<file path="src/rtl/core_scheduler.sv">
// Per-core block scheduler: sequences fetch/decode/execute/memory-wait/update
// for one thread block and hands a done pulse back to the dispatcher.
//
// state   | meaning
// IDLE    | waiting for a start pulse from the dispatcher
// FETCH   | fetch_req held until fetch_valid returns the instruction
// DECODE  | count the instruction, RET ends the block
// EXECUTE | one-cycle exec strobe, mem_req for LDR/STR
// MEMWAIT | collect per-lane LSU completions for enabled lanes
// UPDATE  | advance pc or take a uniform branch
// DONE    | one-cycle done pulse, lanes disabled
module core_scheduler #(
  parameter int THREADS_PER_BLOCK = 4,
  parameter int ADDR_BITS         = 8
) (
  input  logic                               clk,
  input  logic                               reset,
  input  logic                               start,
  input  logic [7:0]                         block_id,
  input  logic [$clog2(THREADS_PER_BLOCK):0] thread_count,
  output logic                               done,
  output logic                               busy,
  output logic [7:0]                         cur_block_id,
  output logic [THREADS_PER_BLOCK-1:0]       thread_enable,
  output logic                               fetch_req,
  output logic [ADDR_BITS-1:0]               fetch_addr,
  input  logic                               fetch_valid,
  input  logic [15:0]                        fetch_instr,
  input  logic                               branch_taken,
  output logic                               exec_en,
  output logic                               mem_req,
  input  logic [THREADS_PER_BLOCK-1:0]       lsu_done,
  output logic [15:0]                        instr_count
);

  localparam int T   = THREADS_PER_BLOCK;
  localparam int TCW = $clog2(THREADS_PER_BLOCK) + 1;

  localparam logic [3:0] OP_BR  = 4'b0001;
  localparam logic [3:0] OP_LDR = 4'b0111;
  localparam logic [3:0] OP_STR = 4'b1000;
  localparam logic [3:0] OP_RET = 4'b1111;

  typedef enum logic [2:0] {
    IDLE    = 3'd0,
    FETCH   = 3'd1,
    DECODE  = 3'd2,
    EXECUTE = 3'd3,
    MEMWAIT = 3'd4,
    UPDATE  = 3'd5,
    DONE    = 3'd6
  } state_t;

  state_t               state_q, state_d;
  logic [ADDR_BITS-1:0] pc_q;
  logic [15:0]          instr_q;
  logic [15:0]          icount_q;
  logic [7:0]           block_q;
  logic [T-1:0]         te_q;
  logic [T-1:0]         mask_q;
  logic [T-1:0]         te_start;
  logic [3:0]           opcode;
  logic                 is_mem;
  logic                 lanes_done;

  assign opcode     = instr_q[15:12];
  assign is_mem     = (opcode == OP_LDR) || (opcode == OP_STR);
  // Disabled lanes are masked out on both sides, so their lsu_done bits never matter.
  assign lanes_done = ((mask_q | lsu_done) & te_q) == te_q;

  always_comb begin
    te_start = '0;
    for (int i = 0; i < T; i++) te_start[i] = (thread_count > TCW'(i));
  end

  always_ff @(posedge clk or posedge reset) begin
    if (reset) state_q <= IDLE;
    else       state_q <= state_d;
  end

  always_comb begin
    state_d   = state_q;
    fetch_req = 1'b0;
    exec_en   = 1'b0;
    mem_req   = 1'b0;
    done      = 1'b0;
    case (state_q)
      IDLE:    if (start) state_d = (thread_count == '0) ? DONE : FETCH;
      FETCH: begin
        fetch_req = 1'b1;
        if (fetch_valid) state_d = DECODE;
      end
      DECODE:  state_d = (opcode == OP_RET) ? DONE : EXECUTE;
      EXECUTE: begin
        exec_en = 1'b1;
        mem_req = is_mem;
        state_d = is_mem ? MEMWAIT : UPDATE;
      end
      MEMWAIT: if (lanes_done) state_d = UPDATE;
      UPDATE:  state_d = FETCH;
      DONE: begin
        done    = 1'b1;
        state_d = IDLE;
      end
      default: state_d = IDLE;
    endcase
  end

  always_ff @(posedge clk or posedge reset) begin
    if (reset) begin
      pc_q     <= '0;
      instr_q  <= '0;
      icount_q <= '0;
      block_q  <= '0;
      te_q     <= '0;
      mask_q   <= '0;
    end else begin
      case (state_q)
        IDLE: if (start) begin
          block_q  <= block_id;
          pc_q     <= '0;
          icount_q <= '0;
          mask_q   <= '0;
          te_q     <= te_start;
        end
        FETCH:   if (fetch_valid) instr_q <= fetch_instr;
        DECODE:  if (icount_q != 16'hFFFF) icount_q <= icount_q + 16'd1;
        MEMWAIT: mask_q <= lanes_done ? '0 : (mask_q | (lsu_done & te_q));
        UPDATE: begin
          if (opcode == OP_BR && branch_taken) pc_q <= instr_q[ADDR_BITS-1:0];
          else                                 pc_q <= pc_q + ADDR_BITS'(1);
        end
        DONE:    te_q <= '0;
        default: ;
      endcase
    end
  end

  assign busy          = (state_q != IDLE);
  assign cur_block_id  = block_q;
  assign thread_enable = te_q;
  assign fetch_addr    = pc_q;
  assign instr_count   = icount_q;

endmodule

</file>
<file path="config.mk">
export PLATFORM = sky130hd
export DESIGN_NAME = core_scheduler
export DESIGN_NICKNAME = d
export VERILOG_FILES = /design/src/rtl/core_scheduler.sv
export SDC_FILE = /design/constraint.sdc
export NUM_CORES = 1
export LEC_CHECK = 0
export CELL_PAD_IN_SITES_DETAIL_PLACEMENT = 2
export CELL_PAD_IN_SITES_GLOBAL_PLACEMENT = 2
export CORE_UTILIZATION = 30
export CTS_BUF_LIST = sky130_fd_sc_hd__clkbuf_2 sky130_fd_sc_hd__clkbuf_4 sky130_fd_sc_hd__clkbuf_8
export DETAILED_ROUTE_END_ITERATION = 7
export HOLD_SLACK_MARGIN = 0.08
export PLACE_DENSITY = 0.91
export SETUP_SLACK_MARGIN = 0.05
export SLEW_MARGIN = 15
export SYNTH_ARGS = -nofsm -noshare
export SYNTH_HDL_FRONTEND = slang
export SYNTH_SLANG_ARGS = --single-unit
export TNS_END_PERCENT = 50
</file>
<file path="constraint.sdc">
create_clock -name clk -period 2.2 [get_ports clk]
set_input_delay 0.44 -clock clk [delete_from_list [all_inputs] [get_ports clk]]
set_output_delay 0.44 -clock clk [all_outputs]
set_load 0.03 [all_outputs]
</file>
== Word level (Yosys, flattened, before mapping) ==
Index checks and enable logic that the tools add are counted.

* Register bits after elaboration: 59
* Input port bits: 36
* Output and inout bits: 41
* Logic and storage cells: 71

* $add $sub $neg: 2
* $lt $le $gt $ge: 4
* Equality and inequality tests: 16
* Multiplexer cells: 22
* Bitwise logic cells: 4
* Reductions and logical operators: 16

{| class="wikitable"
|+ Operators with widths
! operator !! count
|-
| $mux 16 || 2
|-
| $pmux 16 s2 || 1
|-
| $pmux 3 s6 || 1
|-
| $add 16x1->16 const B || 1
|-
| $mux 8 || 2
|-
| $ne 16x16->1 const B || 1
|-
| $pmux 4 s2 || 2
|-
| $pmux 8 s2 || 1
|-
| $mux 3 || 5
|-
| $mux 4 || 3
|-
| $reduce_and 2->1 || 5
|-
| $eq 3x3->1 const B || 3
|-
| $add 8x1->8 const B || 1
|-
| $and 4x4->4 || 2
|-
| $eq 4x4->1 const B || 2
|-
| $ne 2x2->1 const B || 4
|-
| $or 4x4->4 || 2
|-
| $reduce_bool 2->1 || 4
|-
| $eq 3x2->1 const B || 2
|-
| $gt 3x1->1 const B || 2
|-
| $gt 3x2->1 const B || 2
|-
| $logic_not 3->1 || 2
|-
| $reduce_and 3->1 || 2
|-
| $mux 1 || 5
|-
| other kinds (7) || 7
|}

== Logic depth before layout (Yosys ltp) ==
* Depth in word-level cells: 5
* Mapped depth: 6
* Gate-level depth less buffers: 5

== Worst setup path after synthesis ==
OpenSTA, ideal clock, no wires.

* Path kind: reg-to-output
* Start point: register state_q[2]
* End point: output port mem_req
* Arrival: 1803 ps
* Data required time: 1760 ps
* Setup slack: -43 ps
* Stages on the path, launching flop included: 6
* Buffers on the path: 2
* Cells stage by stage: dfrtp_1 > buf_2 > nor2b_1 > clkbuf_1 > and2_1 > nor2b_1

* Word-level cells in the longest chain between the ends: 2

{| class="wikitable"
|+ RTL lines
! element !! line !! source
|-
| start, declared || 54 || <nowiki>state_t state_q, state_d;</nowiki>
|-
| start signal, assigned || 78 || <nowiki>else state_q <= state_d;</nowiki>
|-
| $eq 3x2->1 || 87 || <nowiki>case (state_q)</nowiki>
|-
| $mux 1 || 87 ||
|-
| end, declared || 31 || <nowiki>output logic mem_req,</nowiki>
|}

No other way between the ends.

== Worst setup path after layout ==
* Start point: register state_q[2]
* End point: register icount_q[11] (netlist: instr_count[11])

* Word-level cells in the longest chain between the ends: 3
* Elaborated cells between the ends (all ways): 7
* Classes of those cells: eq/ne (3); mux (1); reduce/logical (3)

{| class="wikitable"
|+ RTL lines
! element !! line !! source
|-
| $eq 3x2->1 / $logic_not 3->1 (equally long branches) || 118 || <nowiki>case (state_q)</nowiki>
|-
| $ne 2x2->1 (no line) / $reduce_bool 2->1 (equally long branches) || -- ||
|-
| $reduce_and 3->1 (no line) || -- ||
|-
| end signal, assigned || 127 || <nowiki>DECODE: if (icount_q != 16'hFFFF) icount_q <= icount_q + 16'd1;</nowiki>
|-
| end, declared || 57 || <nowiki>logic [15:0] icount_q;</nowiki>
|}

Several ways; a longest one is shown, not always the timed one.
A chain may end at the register's enable or synchronous reset.

==> qor.csv <==
stage,metric,value,unit
finish,"commonest cells after routing, fill and taps aside","67 x clkdlybuf4s50_1, 53 x dfrtp_1, 46 x nand2_1",
grt,antenna violations before repair,0,
sta,fin worst setup slack,0.0492,ns
sta,Hold Slack,0.469,ns
sta,Worst-Margin Slew,0.624,ns
routing,wire per inst,20.8,µm
finish,Area Growth Syn to Fin,37.4,%
sta,Slew Limit Fails,0,
finish,final core occ,43.1,%
synthesis,Netlist Area Pre-Place,2940,µm²
die,die width,101,µm
routing,DRC,0,
routing,Routed Antenna Nets,0,
routing,DRT Wirelength,10.9,mm
synthesis,syn_area_per_cell,9.70,µm²
critical_path,"Req. time, crit path",2.44,ns
outcome,status,"finished, final reports clean",
grt,GR Util All Layers,21.3,%
clocking,TritonCTS Sinks,55,
synthesis,#FFs+latches synth,55,
sta,final setup vio count,0,
routing,first drt pass iteration count,4,
sta,fin crit share,97.8,%
grt,GRT Residual Overflow,0,
power,Leak Pwr,1.70,nW
run,Max Cap Viol,0,
power,Power Density,1220,nW/µm²
placed_design,buffers added on ports,72,
die,# rows,35,
synthesis,Yosys warnings,0,
finish,fin cells,524,
critical_path,CP Capture Type,flip-flop,
synthesis,"Top FF cell, synth",dfrtp_1,
synthesis,cells after synthesis,303,
routing,routed vias,2849,
critical_path,slowest cell on the critical path,dfrtp_1,
synthesis,Synth async-reset ratio,100,%
sta,Max-slew headroom,58.1,%
clocking,maximum buffer depth of the clock tree,2,
synthesis,syn nets,341,
clocking,Clock Latency Late Sink,0.33,ns
routing,Via density,5.44,
die,chip height,101,µm
critical_path,Critical Path AT,2.39,ns
synthesis,number of flops mapped to enable cells by yosys,0,
placed_design,Post-DP HPWL,7.80,mm
clocking,Num CTS Buffers,5,
synthesis,register area share after synthesis,46.8,%
die,core area,9370,µm²
power,Worst VDD drop,420,µV
routing,First DRT Iteration DRCs,98,
hold_path,worst min path class,in2async,
critical_path,cells on worst reg2reg path,6,
die,IO Pins,77,
sta,Max Clock Freq,465,MHz
finish,"commonest non-fill, non-tap cell in the layout",clkdlybuf4s50_1,
critical_path,"critical path, cell by cell",buf_4 > nor2_1 > nand2_1 > buf_4 > nor4_1 > mux2i_1,
die,Starting Density,31.3,%
sta,post-route minimum period,2.15,ns
sta,final hold viol count,0,
clocking,CTS Hold Buffers Added,0,
clocking,CTS tree,yes,
critical_path,Crit Path Class,reg2reg,
placed_design,Placement Setup Slack,0.0437,ns
grt,first-pass GRT wire length,16.9,mm
clocking,Root Buffer Master,clkbuf_8,
sta,Post-Route Skew,0.0202,ns
placed_design,GP Congestion,0.790,
clocking,H-tree Lvls,2,
die,Die ar.,10200,µm²
critical_path,largest stage delay on the critical path,0.42,ns
finish,Diodes inserted,0,
placed_design,Cell Count Post-Placement,513,
grt,largest net degree at the start of global routing,56,
synthesis,library cells used by synthesis,56,
critical_path,crit-path max FO,13,
critical_path,"Top cell by count, worst path",buf_4,
finish,post-layout net count,432,
critical_path,crit start category,flip-flop,
finish,share of cells above drive strength 1,16.7,%
grt,vias in the first global route,3090,
clocking,clk slew on worst S/H paths,0.12,ns
-- what timing repair did --
action | 4_1_cts | 5_1_grt
setup buffers | 0 | 3
pin swaps | 0 | 0
setup endpoints to repair | 3 | 1
gates cloned | 0 | 0
gates resized for setup | 4 | 0
-- power breakdown --
| part | internal [mW] | leakage [nW] | switching, mW |
|---|---|---|---|
| Clock | 0.220 | 0.0477 | 0.361 |
| Combinational | 1.06 | 0.942 | 1.47 |
| Sequential | 1.37 | 0.706 | 0.437 |
-- cell usage after synthesis (all sizes together) (3+ instances only) --
cell type | number | share of area [%]
dfrtp | 55 | 47
nand2 | 46 | 5.9
a21oi | 24 | 4.2
nand3 | 18 | 3.1
mux2 | 12 | 4.6
nor2 | 12 | 1.5
inv | 11 | 1.4
clkbuf | 8 | 1.0
o21ai | 8 | 1.4
a31oi | 7 | 1.5
mux2i | 7 | 2.4
nor4 | 7 | 2.2
o31ai | 7 | 1.8
buf | 6 | 1.3
and3 | 5 | 1.1
nor3 | 5 | 0.85
o211ai | 5 | 1.3
o2bb2ai | 5 | 1.5
o311ai | 5 | 1.5
or4 | 5 | 1.4
and2 | 4 | 0.85
nand2b | 4 | 0.85
nand4 | 4 | 1.4
a22oi | 3 | 0.77
nor2b | 3 | 0.64
o21a | 3 | 0.77
-- final timing paths --
path / slack, ns / endpoint / from
worst min-delay path: 0.47 / fetch_addr[7] / reset
max in group asynchronous: 1.44 / state_q[1] / reset
min in group clk: 0.50 / cur_block_id[2] / cur_block_id[2]
worst min register to register: 0.50 / cur_block_id[2] / cur_block_id[2]
worst max-delay path: 0.05 / instr_count[11] / state_q[2]
worst max register to register: 0.05 / instr_count[11] / state_q[2]
-- area by class of cell --
cell class | count | area (µm²)
Fill cell | 1027 | 5330
Multi-Input combinational cell | 223 | 1450
Sequential cell | 55 | 1380
Timing Repair Buffer | 98 | 918
Tap cell | 129 | 161
Clock buffer | 5 | 68.8
Inverter | 11 | 41.3
Clock inverter | 3 | 15.0
-- metal layers --
metal  global-route usage, %  vias up  wire, µm
li1                        -     1306         -
met1                    27.8     1475      4890
met2                    37.6       56      5590
met3                    2.57       12       273
met4                    4.91        0       137
met5                       0        -         0
-- stage by stage --
step / power [mW] / setup TNS (ns) / cell area [µm²]
3_3_place_gp: 4.07 / 0 / 3930
2_1_floorplan: 3.15 / 0 / 2940
6_report: 4.92 / 0 / 4040
4_1_cts: 4.87 / 0 / 4020
3_5_place_dp: 4.28 / 0 / 3930
5_1_grt: 5.19 / -0.104 / 4040
-- cell families (layout without fill, tap and decap cells) --
| family | after synthesis | in the layout | synth area share, % |
|---|---|---|---|
| AND/OR/NAND/NOR | 124 | 124 | 23.7 |
| buffers and inverters | 25 | 117 | 3.75 |
| multiplexers | 19 | 19 | 6.98 |
| adder cells (fa/ha/maj) | 2 | 2 | 0.852 |
| AO/OA/AOI/OAI | 78 | 78 | 17.9 |
| flip-flops | 55 | 55 | 46.8 |
-- critical path: cells and delay by family (launching register included) --
kind | cells | cell delay, ns
flops | 1 | 0.42
simple gates | 3 | 1.00
buf+inv | 2 | 0.41
mux | 1 | 0.25
-- sequential cells by signal, summed over array words and instances, names as in the netlist --
register and count:
instr_q 12, fetch_addr 8, cur_block_id 8, instr_count 16, thread_enable 4, mask_q 4, state_q 3
No activity file was read; power rests on OpenSTA's default activity.
